--- src/rtl/pulse_train_generator_if.sv ---
// Control/status bundle for pulse_train_generator: start/stop handshake,
// train programming fields and the pulse/status outputs.
interface pulse_train_generator_if #(
    parameter int N = 8,
    parameter int M = 8
) ();
    logic         ena;
    logic         start;
    logic         stop;
    logic [1:0]   mode;
    logic [N-1:0] ticks;
    logic [N-1:0] width;
    logic [M-1:0] count;
    logic         out;
    logic         period_tick;
    logic         busy;
    logic         done;

    modport master (
        output ena, start, stop, mode, ticks, width, count,
        input  out, period_tick, busy, done
    );

    modport slave (
        input  ena, start, stop, mode, ticks, width, count,
        output out, period_tick, busy, done
    );
endinterface

--- src/rtl/pulse_train_generator.sv ---
// Programmable pulse-train source: continuous, burst or one-shot trains.
// Define PULSE_TRAIN_WIDTH_EN to honour the width field; otherwise pulses are one cycle wide.
module pulse_train_generator #(
    parameter int N = 8,
    parameter int M = 8
) (
    input logic                clk,
    input logic                rst,
    pulse_train_generator_if.slave bus
);
    typedef enum logic {IDLE, RUN} state_t;

    state_t       state;
    logic [N-1:0] counter;
    logic [N-1:0] period_q;
    logic [1:0]   mode_q;
    logic [M-1:0] left;
    logic         done_q;
    logic [N-1:0] width_eff;
    logic         wrap;
    logic         finite;

`ifdef PULSE_TRAIN_WIDTH_EN
    logic [N-1:0] width_q;

    always_comb begin
        width_eff = (width_q == '0) ? N'(1) : width_q;
    end
`else
    logic width_unused;
    assign width_unused = ^bus.width;

    always_comb begin
        width_eff = N'(1);
    end
`endif

    always_comb begin
        wrap   = (state == RUN) && (counter == period_q);
        finite = (mode_q == 2'd1) || (mode_q == 2'd2);
    end

    always_ff @(posedge clk or posedge rst) begin
        if (rst) begin
            state    <= IDLE;
            counter  <= '0;
            period_q <= '0;
            mode_q   <= '0;
            left     <= '0;
            done_q   <= 1'b0;
`ifdef PULSE_TRAIN_WIDTH_EN
            width_q  <= '0;
`endif
        end else begin
            // done is a strict one-cycle pulse, so it clears even while ena is low
            done_q <= 1'b0;
            if (state == RUN && bus.stop) begin
                state   <= IDLE;
                counter <= '0;
            end else if (bus.ena) begin
                case (state)
                    IDLE: begin
                        if (bus.start && !bus.stop) begin
                            state    <= RUN;
                            counter  <= '0;
                            period_q <= bus.ticks;
                            mode_q   <= bus.mode;
`ifdef PULSE_TRAIN_WIDTH_EN
                            width_q  <= bus.width;
`endif
                            case (bus.mode)
                                2'd1:    left <= (bus.count == '0) ? M'(1) : bus.count;
                                2'd2:    left <= M'(1);
                                default: left <= bus.count;
                            endcase
                        end
                    end
                    RUN: begin
                        if (wrap) begin
                            counter <= '0;
                            if (finite) begin
                                if (left <= M'(1)) begin
                                    state  <= IDLE;
                                    done_q <= 1'b1;
                                end else begin
                                    left <= left - M'(1);
                                end
                            end else begin
                                // reprogramming only lands on a period boundary
                                period_q <= bus.ticks;
`ifdef PULSE_TRAIN_WIDTH_EN
                                width_q  <= bus.width;
`endif
                            end
                        end else begin
                            counter <= counter + N'(1);
                        end
                    end
                    default: state <= IDLE;
                endcase
            end
        end
    end

    assign bus.out         = (state == RUN) && (counter < width_eff);
    assign bus.period_tick = wrap;
    assign bus.busy        = (state == RUN);
    assign bus.done        = done_q;
endmodule

--- src/flat_wrapper.sv ---
// flat-port wrapper written by rule: the top's interface ports become plain ports
module pulse_train_generator_flat 
#(
    parameter int N = 8,
    parameter int M = 8
)
  (clk, rst, bus_ena, bus_start, bus_stop, bus_mode, bus_ticks, bus_width, bus_count, bus_out, bus_period_tick, bus_busy, bus_done);
  pulse_train_generator_if #(.N(N), .M(M)) bus_i ();
  input logic clk;
  input logic rst;
  input wire logic [$bits(bus_i.ena)-1:0] bus_ena;
  input wire logic [$bits(bus_i.start)-1:0] bus_start;
  input wire logic [$bits(bus_i.stop)-1:0] bus_stop;
  input wire logic [$bits(bus_i.mode)-1:0] bus_mode;
  input wire logic [$bits(bus_i.ticks)-1:0] bus_ticks;
  input wire logic [$bits(bus_i.width)-1:0] bus_width;
  input wire logic [$bits(bus_i.count)-1:0] bus_count;
  output wire logic [$bits(bus_i.out)-1:0] bus_out;
  output wire logic [$bits(bus_i.period_tick)-1:0] bus_period_tick;
  output wire logic [$bits(bus_i.busy)-1:0] bus_busy;
  output wire logic [$bits(bus_i.done)-1:0] bus_done;
  assign bus_i.ena = bus_ena;
  assign bus_i.start = bus_start;
  assign bus_i.stop = bus_stop;
  assign bus_i.mode = bus_mode;
  assign bus_i.ticks = bus_ticks;
  assign bus_i.width = bus_width;
  assign bus_i.count = bus_count;
  assign bus_out = bus_i.out;
  assign bus_period_tick = bus_i.period_tick;
  assign bus_busy = bus_i.busy;
  assign bus_done = bus_i.done;
  pulse_train_generator #(.N(N), .M(M)) u_core (.clk(clk), .rst(rst), .bus(bus_i));
endmodule
--- config.mk ---
export PLATFORM = sky130hd
export DESIGN_NAME = pulse_train_generator_flat
export DESIGN_NICKNAME = d
export VERILOG_FILES = /design/src/rtl/pulse_train_generator_if.sv /design/src/rtl/pulse_train_generator.sv /design/src/flat_wrapper.sv
export SDC_FILE = /design/constraint.sdc
export NUM_CORES = 1
export LEC_CHECK = 0
export ABC_AREA = 1
export BUFFER_PORTS_ARGS = -buffer_cell sky130_fd_sc_hd__buf_2
export CAP_MARGIN = 20
export CORE_MARGIN = 8
export CORE_UTILIZATION = 50
export CTS_BUF_LIST = sky130_fd_sc_hd__clkbuf_4 sky130_fd_sc_hd__clkbuf_8 sky130_fd_sc_hd__clkbuf_16
export DETAILED_ROUTE_END_ITERATION = 8
export GPL_TIMING_DRIVEN = 0
export PLACE_DENSITY_LB_ADDON = 0.25
export SLEW_MARGIN = 25
export SYNTH_ARGS = -nofsm -noshare
export SYNTH_HDL_FRONTEND = slang
export SYNTH_SLANG_ARGS = --single-unit
--- constraint.sdc ---
create_clock -name clk -period 1.4 [get_ports clk]
set_input_delay 0.21 -clock clk [delete_from_list [all_inputs] [get_ports clk]]
set_output_delay 0.21 -clock clk [all_outputs]
set_load 0.05 [all_outputs]
==> out/metrics.csv <==
stage;metric;value;unit
run_status;outcome;complete, but fails checks;
run_status;failing checks;hold timing, setup timing;
logic_synthesis;top-count cell post-synth;nand2_1;
layout;layout cell share with drive strength beyond 1;37.6;%
pwr;P_leak;1.45;nW
logic_synthesis;Avg Cell Area, Syn;6.80;sq um
sta;Slew Limit Headroom;59.3;%
layout;Finished Layout Cells;406;
floorplanning;Die Ht;78.8;um
logic_synthesis;commonest cells in the netlist;nand2_1, inv_1, dfrtp_1;
logic_synthesis;synthesized area;0.00197;sq mm
sta;Post-Route Setup TNS;-4280;ps
layout;n_diodes;0;
run;max-cap viol count;0;
floorplanning;Starting Density;50.8;%
sta;hold slack;-6.31;ps
min_path;Hold Crit Class;input port to async pin;
worst_setup_path;Req. time, crit path;1190;ps
place;DP Area;0.00220;sq mm
grt;largest net degree at the start of global routing;29;
floorplanning;row count;23;
grt;initial antenna violation count;0;
sta;Max Freq;0.583;GHz
sta;final hold viol count;26;
pwr;Power Density;1580;mW/mm^2
floorplanning;I/O Pins;35;
grt;number of global-route vias before repair;2008;
cts;deepest clock path buffer count;2;
sta;final worst slack;-315;ps
pwr;Switching Fraction;44.1;%
routing;wire length per cell;13.2;um
worst_setup_path;crit path DAT;1510;ps
pwr;switching component of the power;1.89;mW
pwr;clock share of power;11.4;%
layout;final core utilization;70.0;%
pwr;Int Power;2.41;mW
logic_synthesis;Yosys reg bits;28;
worst_setup_path;Slowest-stage cell, CP;dfrtp_1;
layout;Seq. cell area;708;sq um
routing;Via-to-Cell Ratio;5.07;
layout;# fillers;325;
worst_setup_path;origin of the worst setup path;u_core.counter[7];
routing;Vias;2059;
cts;clock root cell;clkbuf_8;
routing;Post-Route WL;5380;um
worst_setup_path;crit-path max cell delay;410;ps
cts;Clk Latency, worst-skew pair;280;ps
layout;Multi-input gate area;0.00124;sq mm
logic_synthesis;Synth area leader;dfrtp_1;
grt;first-pass GRT wire length;8790;um
worst_setup_path;type of destination of the critical path;output pin;
pwr;maximum VDD drop;0.000953;V
worst_setup_path;Startpoint Class;register;
pwr;Final Power;4.30;mW
grt;global-route usage over all layers;17.1;%
cts;TritonCTS clock tree;done;
layout;P&R area growth vs syn;37.9;%
routing;1st-iter DRT viols;93;
logic_synthesis;Synth warnings;0;
floorplanning;Die Wd;78.8;um
routing;antenna viol nets, final;0;
place;Setup Slack @ Placement;-261;ps
cts;H-tree levels;1;
routing;DR pass1 iterations;4;
place;RD Place Congestion;0.873;
worst_setup_path;CP Max Fanout;4;
cts;Worst-path clk slew;100;ps
place;PortBufs;26;
pwr;Seq pwr share;30.3;%
sta;final number of max-transition violations;0;
logic_synthesis;Synth top area share;35.5;%
logic_synthesis;synth unique cells;29;
logic_synthesis;top post-synthesis cells by area;dfrtp_1, nand2_1, inv_1;
sta;Worst-Margin Slew;610;ps
layout;fin area;0.00272;sq mm
logic_synthesis;async set-reset flop share out of synthesis;100;%
routing;DRC;0;
logic_synthesis;Synth Flop Type;dfrtp_1;
floorplanning;die area;0.00621;sq mm
floorplanning;core area;0.00388;sq mm
cts;CTS buffer count;3;
sta;RSZ-0062 raised after global routing;true;
pwr;Gate power share;58.3;%
sta;skew final;7.36;ps
logic_synthesis;Post-synth EDFFs;0;
sta;Final period util;123;%
sta;Setup violations, final;21;
logic_synthesis;net count after synthesis;327;
place;DP Cell Count;366;
worst_setup_path;reg2reg start;u_core.counter[7];
cts;Clock Sinks;28;
worst_setup_path;crit-path cells;inv_2 > nand2_1 > nand2_2 > inv_1 > nand2_2 > nor2_4 > nand2_4 > nor2_4 > buf_8;
place;hpwl dp;3530;um
logic_synthesis;sequential fraction of the synthesis area;35.5;%
logic_synthesis;Cells after Synth;290;
worst_setup_path;crit path kind;register to output pin;
sta;min cycle time layout;1720;ps
layout;post-layout net count;394;
cts;# hold bufs at CTS;0;
grt;grt total ovfl;0;
==> critical path, delay by kind of cell, from the launching register on <==
kind / cells / cell delay (ps)
buffers and inverters: 3 / 300
AND/OR/NAND/NOR: 6 / 510
flip-flops: 1 / 410
==> metal layers <==
layer	wire, um	up-vias	share of wire (%)	track usage (%)
met5	0	-	0	0
met4	76	0	1.4	5.93
met3	173	8	3.2	2.37
met2	2960	46	55	31.7
met1	2170	957	40	19.5
li1	-	1048	-	-
==> cell families (layout without fill, tap and decap cells) <==
kind of cell / Yosys count / in the layout / share of synthesized area (%)
AOI/OAI and AO/OA: 28 / 28 / 8.81
xor gates and xnor gates: 8 / 8 / 3.55
adders and majority gates: 6 / 6 / 3.80
buffers and inverters: 50 / 116 / 10.8
DFF: 28 / 28 / 35.5
and+or+nand+nor: 170 / 170 / 37.5
==> cell type report <==
cell class                 count  share of cell area (%)
buffer                         6                    2.12
clock buffer                   4                    1.79
inverter                      44                    6.35
multi-input combinational    212                    45.5
sequential                    28                    26.0
tap                           50                    2.30
timing repair buffer          62                    15.9
==> registers in the layout, summed over array words and instances, names as in the netlist <==
signal / count
u_core.counter: 8
u_core.mode_q: 2
u_core.period_q: 8
u_core.bus.busy: 1
u_core.bus.done: 1
u_core.left: 8
==> what timing repair did <==
item	CTS	global route
gates cloned	0	0
endpoints found under the setup margin	24	28
buffers inserted	17	19
pin swaps	7	9
resized for setup	27	31
==> final timing paths <==
check / end / slack, ps / cells after the start
worst max-delay path: bus_period_tick / -320 / 9
worst min-delay path: u_core.left[7] / -6 / 2
worst max register to register: u_core.period_q[5] / -260 / 13
worst min register to register: u_core.period_q[2] / 510 / 2
max in group asynchronous: u_core.counter[3] / 980 / 2
min in group clk: u_core.period_q[3] / 170 / 3
==> layout by cell type (no fill, tap or decap), types with 2 or more instances in the layout <==
cell type / netlist / routed
nand2_1: 107 / 93
buf_4: 2 / 36
inv_1: 40 / 30
buf_2: 2 / 25
dfrtp_1: 28 / 22
nor2_1: 21 / 17
nand4_1: 16 / 16
nand2_2: 3 / 14
inv_2: 3 / 11
nand3_1: 12 / 10
a21oi_1: 12 / 9
o21ai_0: 6 / 6
dfrtp_2: 0 / 6
nor2_4: 0 / 5
xnor2_1: 4 / 4
nand2_4: 1 / 4
buf_6: 2 / 4
o21ai_2: 4 / 4
xor2_1: 4 / 4
a31oi_1: 3 / 3
a21oi_2: 0 / 3
ha_1: 6 / 3
clkbuf_8: 0 / 3
buf_8: 0 / 2
nor3_4: 0 / 2
nand3_4: 1 / 2
ha_4: 0 / 2
==> power by group through the flow <==
stage / Combinational [mW] / Clock, mW / Sequential [mW]
after floorplan: 1.39 / 0 / 1.28
after global placement: 1.68 / 0 / 1.31
after detailed placement: 1.73 / 0 / 1.32
after CTS: 1.99 / 0.501 / 1.30
after global routing: 2.79 / 0.516 / 1.34
final: 2.51 / 0.488 / 1.30
(Power assumes the default switching activity.)
